## config.mk

```make
export PLATFORM = sky130hd
export DESIGN_NAME = load_wb_unit_flat
export DESIGN_NICKNAME = d
export VERILOG_FILES = /design/src/rtl/load_wb_unit_pkg.sv /design/src/rtl/load_wb_unit_if.sv /design/src/rtl/load_wb_unit_align_ext.sv /design/src/rtl/load_wb_unit.sv /design/src/flat_wrapper.sv
export SDC_FILE = /design/constraint.sdc
export NUM_CORES = 1
export LEC_CHECK = 0
export BUFFER_PORTS_ARGS = -buffer_cell sky130_fd_sc_hd__buf_2
export CAP_MARGIN = 5
export CORE_ASPECT_RATIO = 1.75
export CORE_MARGIN = 10
export CORE_UTILIZATION = 52
export CTS_CLUSTER_SIZE = 24
export DETAILED_ROUTE_END_ITERATION = 10
export GPL_ROUTABILITY_DRIVEN = 0
export PLACE_DENSITY = 0.92
export SETUP_SLACK_MARGIN = 0.4
export SYNTH_ARGS = -nofsm -noshare
export SYNTH_HDL_FRONTEND = slang
export SYNTH_SLANG_ARGS = --single-unit
```

## constraint.sdc

```tcl
create_clock -name clk_in -period 4.45 [get_ports clk_in]
set_clock_uncertainty 0.05 [all_clocks]
set_input_delay 0.2225 -clock clk_in [delete_from_list [all_inputs] [get_ports clk_in]]
set_output_delay 0.2225 -clock clk_in [all_outputs]
set_load 0.01 [all_outputs]
```

## src/rtl/load_wb_unit_pkg.sv

```systemverilog
// Shared encodings for the load/writeback unit: writeback mux select, load size, FSM state.
package load_wb_unit_pkg;

    typedef enum logic [2:0] {
        WB_ALU    = 3'd0,
        WB_LOAD   = 3'd1,
        WB_IMM    = 3'd2,
        WB_IADDER = 3'd3,
        WB_PC4    = 3'd4
    } wb_sel_e;

    typedef enum logic [1:0] {
        LS_BYTE     = 2'd0,
        LS_HALF     = 2'd1,
        LS_WORD     = 2'd2,
        LS_WORD_ALT = 2'd3
    } load_size_e;

    typedef enum logic {
        S_IDLE = 1'b0,
        S_WAIT = 1'b1
    } state_e;

    // A byte load can never be misaligned; halves need an even offset, words offset 0.
    function automatic logic is_misaligned(input logic [1:0] size, input logic [1:0] offset);
        logic mis;
        case (size)
            LS_BYTE: mis = 1'b0;
            LS_HALF: mis = offset[0];
            default: mis = (offset != 2'b00);
        endcase
        return mis;
    endfunction

endpackage

```

## src/rtl/load_wb_unit_if.sv

```systemverilog
// Data-memory load bus: request/address from the unit, ack/read data from memory.
interface load_wb_unit_if;
    logic        dmem_req_out;
    logic [31:0] dmem_addr_out;
    logic        dmem_ack_in;
    logic [31:0] dmem_rdata_in;

    modport master (output dmem_req_out, dmem_addr_out, input dmem_ack_in, dmem_rdata_in);
    modport slave  (input dmem_req_out, dmem_addr_out, output dmem_ack_in, dmem_rdata_in);
endinterface

```

## src/rtl/load_wb_unit_align_ext.sv

```systemverilog
// Picks the addressed byte/half out of a word-aligned memory word and sign/zero extends it.
module load_align_ext
    import load_wb_unit_pkg::*;
(
    input  logic [31:0] rdata_in,
    input  logic [1:0]  offset_in,
    input  logic [1:0]  size_in,
    input  logic        unsigned_in,
    output logic [31:0] data_out
);

    logic [7:0]  byte_sel;
    logic [15:0] half_sel;

    // NOTE: every output of a combinational block gets a value on every path, otherwise a latch is inferred.
    always_comb begin
        byte_sel = rdata_in[{offset_in, 3'b000} +: 8];
        half_sel = offset_in[1] ? rdata_in[31:16] : rdata_in[15:0];
        case (size_in)
            LS_BYTE: data_out = {{24{~unsigned_in & byte_sel[7]}}, byte_sel};
            LS_HALF: data_out = {{16{~unsigned_in & half_sel[15]}}, half_sel};
            default: data_out = rdata_in;
        endcase
    end

endmodule

```

## src/rtl/load_wb_unit.sv

```systemverilog
// Writeback stage: drives the register-file write port and runs loads over a req/ack bus with timeout.
// Optional forwarding outputs (fwd_valid_out/fwd_rd_out/fwd_data_out) built when LOAD_WB_FWD_EN is defined.
module load_wb_unit
    import load_wb_unit_pkg::*;
#(
    parameter int ACK_TIMEOUT = 16,
    parameter int CNT_W       = 5
) (
    input  logic          clk_in,
    input  logic          rst_in,
    input  logic          valid_in,
    input  logic [4:0]    rd_addr_in,
    input  logic          rf_wr_en_in,
    input  logic [2:0]    wb_mux_sel_in,
    input  logic [1:0]    load_size_in,
    input  logic          load_unsigned_in,
    input  logic [31:0]   alu_result_in,
    input  logic [31:0]   iadder_in,
    input  logic [31:0]   pc_plus_4_in,
    input  logic [31:0]   imm_in,
    load_wb_unit_if.master dmem,
    output logic          stall_out,
    output logic          rf_wr_en_out,
    output logic [4:0]    rf_rd_addr_out,
    output logic [31:0]   rf_wr_data_out,
    output logic          misalign_out,
    output logic          bus_err_out
`ifdef LOAD_WB_FWD_EN
    ,
    output logic          fwd_valid_out,
    output logic [4:0]    fwd_rd_out,
    output logic [31:0]   fwd_data_out
`endif
);

    state_e           state_q, state_d;
    logic [CNT_W-1:0] cnt_q;

    // Load context captured at issue; upstream may advance on the ack edge.
    logic [4:0]  ld_rd_q;
    logic [1:0]  ld_size_q;
    logic [1:0]  ld_off_q;
    logic        ld_uns_q;
    logic        ld_wr_en_q;

    logic [31:0] mux_data;
    logic [31:0] ext_data;
    logic        is_load;
    logic        timeout_hit;
    logic        start_load;
    logic        drop_misalign;
    logic        direct_wr;
    logic        ack_done;
    logic        timeout_err;
    logic        wr_fire;
    logic [4:0]  wr_rd;
    logic [31:0] wr_data;

    load_align_ext u_align (
        .rdata_in    (dmem.dmem_rdata_in),
        .offset_in   (ld_off_q),
        .size_in     (ld_size_q),
        .unsigned_in (ld_uns_q),
        .data_out    (ext_data)
    );

    always_comb begin
        case (wb_mux_sel_in)
            WB_IMM:    mux_data = imm_in;
            WB_IADDER: mux_data = iadder_in;
            WB_PC4:    mux_data = pc_plus_4_in;
            default:   mux_data = alu_result_in;
        endcase
    end

    assign is_load     = (wb_mux_sel_in == WB_LOAD);
    assign timeout_hit = (cnt_q == CNT_W'(ACK_TIMEOUT - 1));

    always_comb begin
        state_d       = state_q;
        stall_out     = 1'b0;
        start_load    = 1'b0;
        drop_misalign = 1'b0;
        direct_wr     = 1'b0;
        ack_done      = 1'b0;
        timeout_err   = 1'b0;
        case (state_q)
            S_IDLE: begin
                if (valid_in) begin
                    if (!is_load) begin
                        direct_wr = 1'b1;
                    end else if (is_misaligned(load_size_in, iadder_in[1:0])) begin
                        drop_misalign = 1'b1;
                    end else begin
                        start_load = 1'b1;
                        stall_out  = 1'b1;
                        state_d    = S_WAIT;
                    end
                end
            end
            S_WAIT: begin
                stall_out = !dmem.dmem_ack_in && !timeout_hit;
                // Ack takes priority over a timeout landing in the same cycle.
                if (dmem.dmem_ack_in) begin
                    ack_done = 1'b1;
                    state_d  = S_IDLE;
                end else if (timeout_hit) begin
                    timeout_err = 1'b1;
                    state_d     = S_IDLE;
                end
            end
        endcase
    end

    always_comb begin
        wr_fire = (direct_wr && rf_wr_en_in && (rd_addr_in != 5'd0))
               || (ack_done && ld_wr_en_q && (ld_rd_q != 5'd0));
        wr_rd   = ack_done ? ld_rd_q  : rd_addr_in;
        wr_data = ack_done ? ext_data : mux_data;
    end

    // NOTE: sequential state uses non-blocking assignments so every flop samples pre-edge values.
    always_ff @(posedge clk_in or negedge rst_in) begin
        if (!rst_in) state_q <= S_IDLE;
        else         state_q <= state_d;
    end

    always_ff @(posedge clk_in or negedge rst_in) begin
        if (!rst_in) begin
            cnt_q              <= '0;
            ld_rd_q            <= '0;
            ld_size_q          <= '0;
            ld_off_q           <= '0;
            ld_uns_q           <= 1'b0;
            ld_wr_en_q         <= 1'b0;
            dmem.dmem_req_out  <= 1'b0;
            dmem.dmem_addr_out <= '0;
            rf_wr_en_out       <= 1'b0;
            rf_rd_addr_out     <= '0;
            rf_wr_data_out     <= '0;
            misalign_out       <= 1'b0;
            bus_err_out        <= 1'b0;
        end else begin
            rf_wr_en_out <= wr_fire;
            misalign_out <= drop_misalign;
            bus_err_out  <= timeout_err;
            if (wr_fire) begin
                rf_rd_addr_out <= wr_rd;
                rf_wr_data_out <= wr_data;
            end
            if (start_load) begin
                ld_rd_q            <= rd_addr_in;
                ld_size_q          <= load_size_in;
                ld_off_q           <= iadder_in[1:0];
                ld_uns_q           <= load_unsigned_in;
                ld_wr_en_q         <= rf_wr_en_in;
                dmem.dmem_req_out  <= 1'b1;
                dmem.dmem_addr_out <= {iadder_in[31:2], 2'b00};
                cnt_q              <= '0;
            end else if (state_q == S_WAIT) begin
                cnt_q <= cnt_q + CNT_W'(1);
            end
            if (ack_done || timeout_err) dmem.dmem_req_out <= 1'b0;
        end
    end

`ifdef LOAD_WB_FWD_EN
    always_ff @(posedge clk_in or negedge rst_in) begin
        if (!rst_in) begin
            fwd_valid_out <= 1'b0;
            fwd_rd_out    <= '0;
            fwd_data_out  <= '0;
        end else if (wr_fire) begin
            fwd_valid_out <= 1'b1;
            fwd_rd_out    <= wr_rd;
            fwd_data_out  <= wr_data;
        end
    end
`endif

endmodule

```

## src/flat_wrapper.sv

```systemverilog
// flat-port wrapper written by rule: the top's interface ports become plain ports
module load_wb_unit_flat import load_wb_unit_pkg::*;
#(
    parameter int ACK_TIMEOUT = 16,
    parameter int CNT_W       = 5
)
  (clk_in, rst_in, valid_in, rd_addr_in, rf_wr_en_in, wb_mux_sel_in, load_size_in, load_unsigned_in, alu_result_in, iadder_in, pc_plus_4_in, imm_in, stall_out, rf_wr_en_out, rf_rd_addr_out, rf_wr_data_out, misalign_out, bus_err_out, dmem_dmem_req_out, dmem_dmem_addr_out, dmem_dmem_ack_in, dmem_dmem_rdata_in);
  load_wb_unit_if dmem_i ();
  input  logic clk_in;
  input  logic rst_in;
  input  logic valid_in;
  input  logic [4:0] rd_addr_in;
  input  logic rf_wr_en_in;
  input  logic [2:0] wb_mux_sel_in;
  input  logic [1:0] load_size_in;
  input  logic load_unsigned_in;
  input  logic [31:0] alu_result_in;
  input  logic [31:0] iadder_in;
  input  logic [31:0] pc_plus_4_in;
  input  logic [31:0] imm_in;
  output logic stall_out;
  output logic rf_wr_en_out;
  output logic [4:0] rf_rd_addr_out;
  output logic [31:0] rf_wr_data_out;
  output logic misalign_out;
  output logic bus_err_out;
  output wire logic [$bits(dmem_i.dmem_req_out)-1:0] dmem_dmem_req_out;
  output wire logic [$bits(dmem_i.dmem_addr_out)-1:0] dmem_dmem_addr_out;
  input wire logic [$bits(dmem_i.dmem_ack_in)-1:0] dmem_dmem_ack_in;
  input wire logic [$bits(dmem_i.dmem_rdata_in)-1:0] dmem_dmem_rdata_in;
  assign dmem_dmem_req_out = dmem_i.dmem_req_out;
  assign dmem_dmem_addr_out = dmem_i.dmem_addr_out;
  assign dmem_i.dmem_ack_in = dmem_dmem_ack_in;
  assign dmem_i.dmem_rdata_in = dmem_dmem_rdata_in;
  load_wb_unit #(.ACK_TIMEOUT(ACK_TIMEOUT), .CNT_W(CNT_W)) u_core (.clk_in(clk_in), .rst_in(rst_in), .valid_in(valid_in), .rd_addr_in(rd_addr_in), .rf_wr_en_in(rf_wr_en_in), .wb_mux_sel_in(wb_mux_sel_in), .load_size_in(load_size_in), .load_unsigned_in(load_unsigned_in), .alu_result_in(alu_result_in), .iadder_in(iadder_in), .pc_plus_4_in(pc_plus_4_in), .imm_in(imm_in), .dmem(dmem_i), .stall_out(stall_out), .rf_wr_en_out(rf_wr_en_out), .rf_rd_addr_out(rf_rd_addr_out), .rf_wr_data_out(rf_wr_data_out), .misalign_out(misalign_out), .bus_err_out(bus_err_out));
endmodule
```

==> results of run 1 <==
-- placed cells by master, fill, tap and decap left out, types with 6 or more instances in the layout --
master     Yosys  layout
nor3b_1       29      29
o2111ai_1      8       7
o21bai_1       7       7
o21ai_0       30      30
a31oi_2        8       8
diode_2        0       6
o31ai_1       24      24
nor3_1        24      24
mux2i_1       15      15
mux2_2        41      41
or3b_2        33      33
nand3_1       31      31
o221ai_1       8       8
a221oi_1       7       7
o22a_1         8       8
dfrtp_1       88      88
nor2_1        34      34
a21oi_1       17      17
o21a_1         8       8
buf_4          5      12
clkbuf_16      0       9
o31a_1        16      16
a31oi_1        8       8
or3_1          8       8
a211oi_1      17      17
buf_2         27     246
-- logic make-up after synthesis --
logic type,after synthesis,share of synthesized area [%]
buffers and inverters,64,5.60
AOI/OAI and AO/OA,180,23.3
adders and majority gates,2,0.436
DFF,88,38.4
xor gates and xnor gates,2,0.305
and+or+nand+nor,187,20.9
other,1,0.0653
muxes,57,11.1
-- stage by stage --
step / cell area, sq um / hold WS, ns
finish: 7260 / 0.0799
global route: 7260 / 0.0760
floorplan: 5740 / -0.123
global placement: 6940 / 0.156
CTS: 7250 / 0.0708
detailed placement: 6940 / 0.163
-- repair_timing --
item                      CTS  global route
hold buffers                1             0
setup buffers               0             0
hold endpoints to repair   37             0
-- area by class of cell --
cell class | instances | area share (%)
clock inverters | 6 | 0.965
inverters | 6 | 0.379
multi-input cells | 430 | 44.4
flip-flops and latches | 88 | 30.3
well taps | 130 | 2.24
diodes | 6 | 0.207
repair buffers | 259 | 18.3
clock buffers | 10 | 3.15
-- layer usage --
metal	share of wire [%]	track usage, %	up-vias
li1	-	-	2662
met5	0.033	0	-
met4	6.0	16.8	2
met3	9.0	8.25	83
met1	33	26.2	2767
met2	52	45.0	308
-- worst paths after layout --
path / startpoint / end / slack, ns / cells after the start
worst max-delay path: u_core.state_q / stall_out / 1.78 / 4
worst min-delay path: iadder_in[2] / u_core.dmem.dmem_addr_out[2] / 0.08 / 2
worst max register to register: u_core.state_q / u_core.dmem.dmem_addr_out[24] / 1.92 / 4
worst min register to register: u_core.rf_wr_data_out[24] / u_core.rf_wr_data_out[24] / 0.45 / 2
max in group asynchronous: rst_in / u_core.rf_wr_data_out[5] / 2.95 / 3
min in group asynchronous: rst_in / u_core.dmem.dmem_addr_out[11] / 0.34 / 2
-- power by group --
part / internal [uW] / switching (uW)
clock: 438 / 329
combinational: 402 / 474
sequential: 980 / 134
total: 1820 / 937
-- flip-flops by register name, indices dropped and copies added, names as in the netlist --
name	cells
u_core.rf_wr_en_out	1
u_core.ld_size_q	2
u_core.bus_err_out	1
u_core.ld_wr_en_q	1
u_core.ld_rd_q	5
u_core.dmem.dmem_req_out	1
u_core.rf_rd_addr_out	5
u_core.dmem.dmem_addr_out	30
u_core.misalign_out	1
u_core.rf_wr_data_out	32
u_core.ld_uns_q	1
u_core.state_q	1
u_core.ld_off_q	2
u_core.cnt_q	5
==> results.py, run 1 <==
metrics = {
    "status": {
        "status": "finished clean",
    },
    "critical_path": {
        "crit_fanout": 22,
        "crit_family": "simple AND/OR/NAND/NOR gates",
        "cp_cell_sequence": "nor2b_1 -> nand4_2 -> o21ai_0 -> buf_2",
        "end_kind": "output pin",
        "cp-start-kind": "flop",
        "crit_arrival_ns": 2.40,
        "path_class": "reg -> out",
        "crit_slowest_cell": "nand4_2",
        "critPathBufInv": 1,
        "slowest_delay_ns": 0.68,
        "required_ns": 4.18,
    },
    "pwr": {
        "power.density_cell_area_nw_per_um2": 379,
        "vdd_drop_max_mv": 0.277,
        "p_leak_uw": 0.00330,
        "p_total_uw": 2760,
    },
    "clock_tree": {
        "clk_pin_slew_ns": 0.07,
        "cts_sinks": 88,
        "post_cts_resized": 0,
        "cts_buffers": 9,
        "clk_latency_ns": 0.34,
        "clk_path_buf_depth": 2,
        "cts_tree": "built",
        "cts.htree.levels": 3,
        "root_buffer": "clkbuf_16",
    },
    "sta": {
        "tightest_slew_ns": 1.11,
        "hold_viol": 0,
        "timing.slew.headroom_pct": 25.6,
        "rsz0062_at_grt": "false",
        "final.min_clock_period_ns": 2.67,
        "min_period_over_period_pct": 60.0,
        "worst_slack_ns": 1.78,
        "fmax_mhz": 374,
        "finalMaxSlewViolations": 0,
        "setup_viol": 0,
        "fin_tns_setup_ns": 0,
    },
    "final_layout": {
        "fillers": 880,
        "nets": 972,
        "syn2layout_area_growth_pct": 26.5,
        "multi_input_area_sq_um": 3230,
        "utilization_pct": 67.5,
        "register_area_sq_um": 2200,
        "layout-drive-gt1-share_pct": 45.9,
        "final-instance-count-excl-fill": 935,
    },
    "synthesis": {
        "synth_area_sq_um": 5740,
        "postSynthCellCount": 581,
        "synth_warnings": 0,
        "synth_edf_count": 0,
        "ys_async_sr_fraction_pct": 100,
        "synth.avg_cell_area_sq_um": 9.88,
        "ys_seq_area_share_pct": 38.4,
        "synth_area_leaders": "dfrtp_1 (38%), mux2_2 (8.0%), or3b_2 (5.0%)",
        "ys_ff_latch": 88,
        "ys.flop_type": "dfrtp_1",
        "synth_top_area_cell": "dfrtp_1",
        "synth_top_cells_by_count": "dfrtp_1 (88), mux2_2 (41), nor2_1 (34), or3b_2 (33), nand3_1 (31)",
        "yosysUniqueCellTypes": 63,
        "yosysMostFrequentCell": "dfrtp_1",
        "synth_top_area_share_pct": 38.4,
    },
    "die": {
        "die_w_microns": 99.4,
        "core_sq_um": 10800,
        "dieArea_sq_um": 15800,
        "rows": 50,
        "start_util_pct": 53.3,
        "die_y_microns": 159,
        "io_pins": 250,
    },
    "global_route": {
        "grt_pass1_wl_microns": 33100,
        "antenna_found_initial": 7,
        "first_global_vias": 6079,
        "gr-total-overflow": 0,
        "grt.total_usage_pct": 26.2,
        "grt_max_degree": 62,
    },
    "place": {
        "dp_hpwl_microns": 17000,
        "dpl_worst_slack_ns": 1.84,
        "dp.cells": 912,
        "io_buffers": 247,
    },
    "run": {
        "drv_cap": 0,
    },
    "detailed_routing": {
        "via_per_inst": 6.23,
        "drt-total-wl_microns": 21500,
        "drc": 0,
        "drt_iter0_markers": 354,
        "dr.pass1.iters": 5,
        "antenna_left": 0,
        "wl_per_cell_microns": 23.0,
        "vias": 5822,
    },
    "worst_hold_path": {
        "worstHoldPathType": "in -> reg",
    },
}
Power figures use the tool's default switching activity.
==> run 2: changes to the inputs <==
Settings changed: CORE_UTILIZATION 52 to 44, PLACE_DENSITY 0.92 to 0.83.
Clock period 4.45 ns to 2.2 ns, I/O delays scaled along.
==> run 2 against run 1 <==
Effect of this change: the flow now finishes with violations (hold timing); register-to-register slack got worse by 1.6 ns; sequential share of layout area fell by 3.6 points; sequential cell count did not move; non-clock buffer count rose by 70; final area rose by 14%; cell count rose by 12%; clock power rose by 120%; combinational power rose by 140%; total power rose by 120%; largest power group unchanged; highest routed layer unchanged.
==> results.py, run 2 (synthesized netlist as in run 1, its figures left out) <==
metrics = {
    "pwr": {
        "power.density_cell_area_nw_per_um2": 723,
        "p_leak_uw": 0.00375,
        "p_sw_share_pct": 33.6,
        "vdd_drop_max_mv": 0.439,
        "clkPwrFrac_pct": 28.1,
        "intPower_uw": 3970,
        "p_total_uw": 5980,
        "pwr-share-seq_pct": 37.5,
        "p_sw_uw": 2010,
        "p_comb_share_pct": 34.4,
    },
    "final_layout": {
        "largest_reg_flops": 32,
        "nets": 1042,
        "top_regs": "u_core.rf_wr_data_out x32, u_core.dmem.dmem_addr_out x30",
        "register_area_sq_um": 2210,
        "multi_input_area_sq_um": 3420,
        "layout_commonest_cell": "buf_2",
        "syn2layout_area_growth_pct": 44.1,
        "fillers": 1078,
        "layout_common_cells": "buf_2 (246), dfrtp_1 (85), mux2_2 (41), dlygate4sd3_1 (37), nor2_1 (34)",
        "layout-drive-gt1-share_pct": 50.7,
        "top_register": "u_core.rf_wr_data_out",
    },
    "detailed_routing": {
        "via_per_inst": 5.91,
        "wl_per_cell_microns": 22.6,
        "drt-total-wl_microns": 23600,
        "drt_iter0_markers": 388,
        "drc": 0,
        "antenna_left": 0,
        "dr.pass1.iters": 5,
        "vias": 6165,
    },
    "critical_path": {
        "crit_arrival_ns": 2.08,
        "crit_fanout": 8,
        "r2r_setup_slack_ns": 0.30,
        "required_ns": 2.38,
        "cp-start-kind": "flop",
        "reg2reg_depth": 6,
        "path_class": "reg -> reg",
        "r2r-end": "u_core.rf_wr_data_out[18]",
        "end_kind": "flop",
        "r2r-start": "u_core.ld_rd_q[1]",
    },
    "clock_tree": {
        "cts_tree": "built",
        "root_buffer": "clkbuf_16",
        "clk_path_buf_depth": 2,
        "cts_sinks": 88,
        "clk_pin_slew_ns": 0.07,
        "clk_latency_ns": 0.34,
        "cts_buffers": 9,
        "cts.htree.levels": 3,
    },
    "die": {
        "dieArea_sq_um": 18200,
        "die_y_microns": 171,
        "core_sq_um": 12900,
        "start_util_pct": 44.6,
        "io_pins": 250,
        "rows": 55,
        "die_w_microns": 106,
    },
    "sta": {
        "finalMaxSlewViolations": 0,
        "hold-worst-slack_ns": -0.00159,
        "setup_viol": 0,
        "rsz0062_at_grt": "true",
        "timing.slew.headroom_pct": 60.1,
        "worst_slack_ns": 0.298,
        "hold_viol": 1,
        "fmax_mhz": 526,
        "final.min_clock_period_ns": 1.90,
        "min_period_over_period_pct": 86.4,
        "fin_tns_setup_ns": 0,
        "tightest_slew_ns": 0.594,
    },
    "global_route": {
        "grt_pass1_wl_microns": 34000,
        "gr-total-overflow": 0,
        "grt_max_degree": 52,
        "gr-usage-met2_pct": 42.7,
        "first_global_vias": 6299,
        "antenna_found_initial": 6,
        "grt_util_met1_pct": 23.9,
        "busiest_layer": "met2",
        "gr-usage-met3_pct": 6.48,
        "grt.total_usage_pct": 23.8,
    },
    "worst_hold_path": {
        "worstHoldStart": "iadder_in[5]",
        "worstHoldPathType": "in -> reg",
        "whs_endpoint": "u_core.dmem.dmem_addr_out[5]",
        "holdPathStages": 2,
    },
    "place": {
        "dp_hpwl_microns": 17800,
        "io_buffers": 247,
        "dpl_worst_slack_ns": 0.211,
    },
    "status": {
        "violations": "hold timing",
        "status": "finished, violations left",
    },
    "run": {
        "drv_cap": 0,
    },
}
## run 2: changes by cell type in the layout (fill, tap and decap cells not counted), moves of 5 or more
| cell | before | now |
|---|---|---|
| dlygate4sd3_1 | 1 | 37 |
| buf_4 | 12 | 33 |
| nand3_1 | 31 | 19 |
| nand3_2 | 0 | 10 |
| nor3_1 | 24 | 16 |
| nor3_2 | 0 | 8 |
| buf_12 | 0 | 5 |
| o21ai_0 | 30 | 25 |
## run 2: worst max path at each step
| stage | start | endpoint | slack (ns) | cells after the start |
|---|---|---|---|---|
| floorplan | u_core.ld_rd_q[1] | u_core.rf_wr_data_out[10] | 0.41 | 7 |
| global placement | u_core.ld_off_q[1] | u_core.rf_wr_data_out[6] | 0.29 | 4 |
| detailed placement | u_core.ld_off_q[1] | u_core.rf_wr_data_out[2] | 0.21 | 4 |
| CTS | u_core.cnt_q[0] | stall_out | 0.37 | 5 |
| global route | u_core.ld_rd_q[1] | u_core.rf_wr_data_out[24] | 0.25 | 6 |
| finish | u_core.ld_rd_q[1] | u_core.rf_wr_data_out[18] | 0.30 | 6 |
## run 2: per-layer routing
layer,part of all wire (%),up-vias
li1,-,2815
met1,34,2983
met2,53,286
met3,6.9,79
met4,5.4,2
met5,0.055,-
## run 2: per-stage QoR
step	cell area (sq um)	util, %	hold WS [ns]	std cells
final	8270	64.3	-0.00159	1043
after global routing	8270	64.3	0.00359	1043
after CTS	8020	62.3	0.000902	1029
after detailed placement	7220	56.1	0.0724	974
after global placement	7220	56.1	0.0681	974
after floorplan	5750	-	-0.236	582
## run 2: cell type report
class / instances / area share [%]
sequential: 88 / 26.7
tap: 171 / 2.59
clock buffer: 9 / 2.72
inverter: 6 / 0.333
timing repair buffer: 329 / 25.1
multi-input combinational: 430 / 41.3
clock inverter: 6 / 1.13
antenna: 4 / 0.121
## run 2: power groups by stage
stage / clock network, uW / registers, uW / logic [uW]
after floorplan: 0 / 2350 / 914
after global placement: 0 / 2220 / 1810
after detailed placement: 0 / 2250 / 1860
after CTS: 1700 / 2230 / 1980
after global routing: 1770 / 2280 / 2220
final: 1680 / 2250 / 2060
## run 2: repair_timing
item | 4_1_cts | 5_1_grt
endpoints found under the hold margin | 72 | 1
resized for setup | 24 | 37
setup buffers | 4 | 4
hold buffers | 36 | 1
endpoints found under the setup margin | 39 | 38
gates cloned | 0 | 5
pin swaps | 1 | 2
## run 2: worst max-delay path: stages, from the launching register on
cell and delay, ns:
dfrtp_1 0.40, or4_4 0.55, o211ai_1 0.19, buf_4 0.21, clkbuf_16 0.19, nand3_1 0.08
o31ai_1 0.10
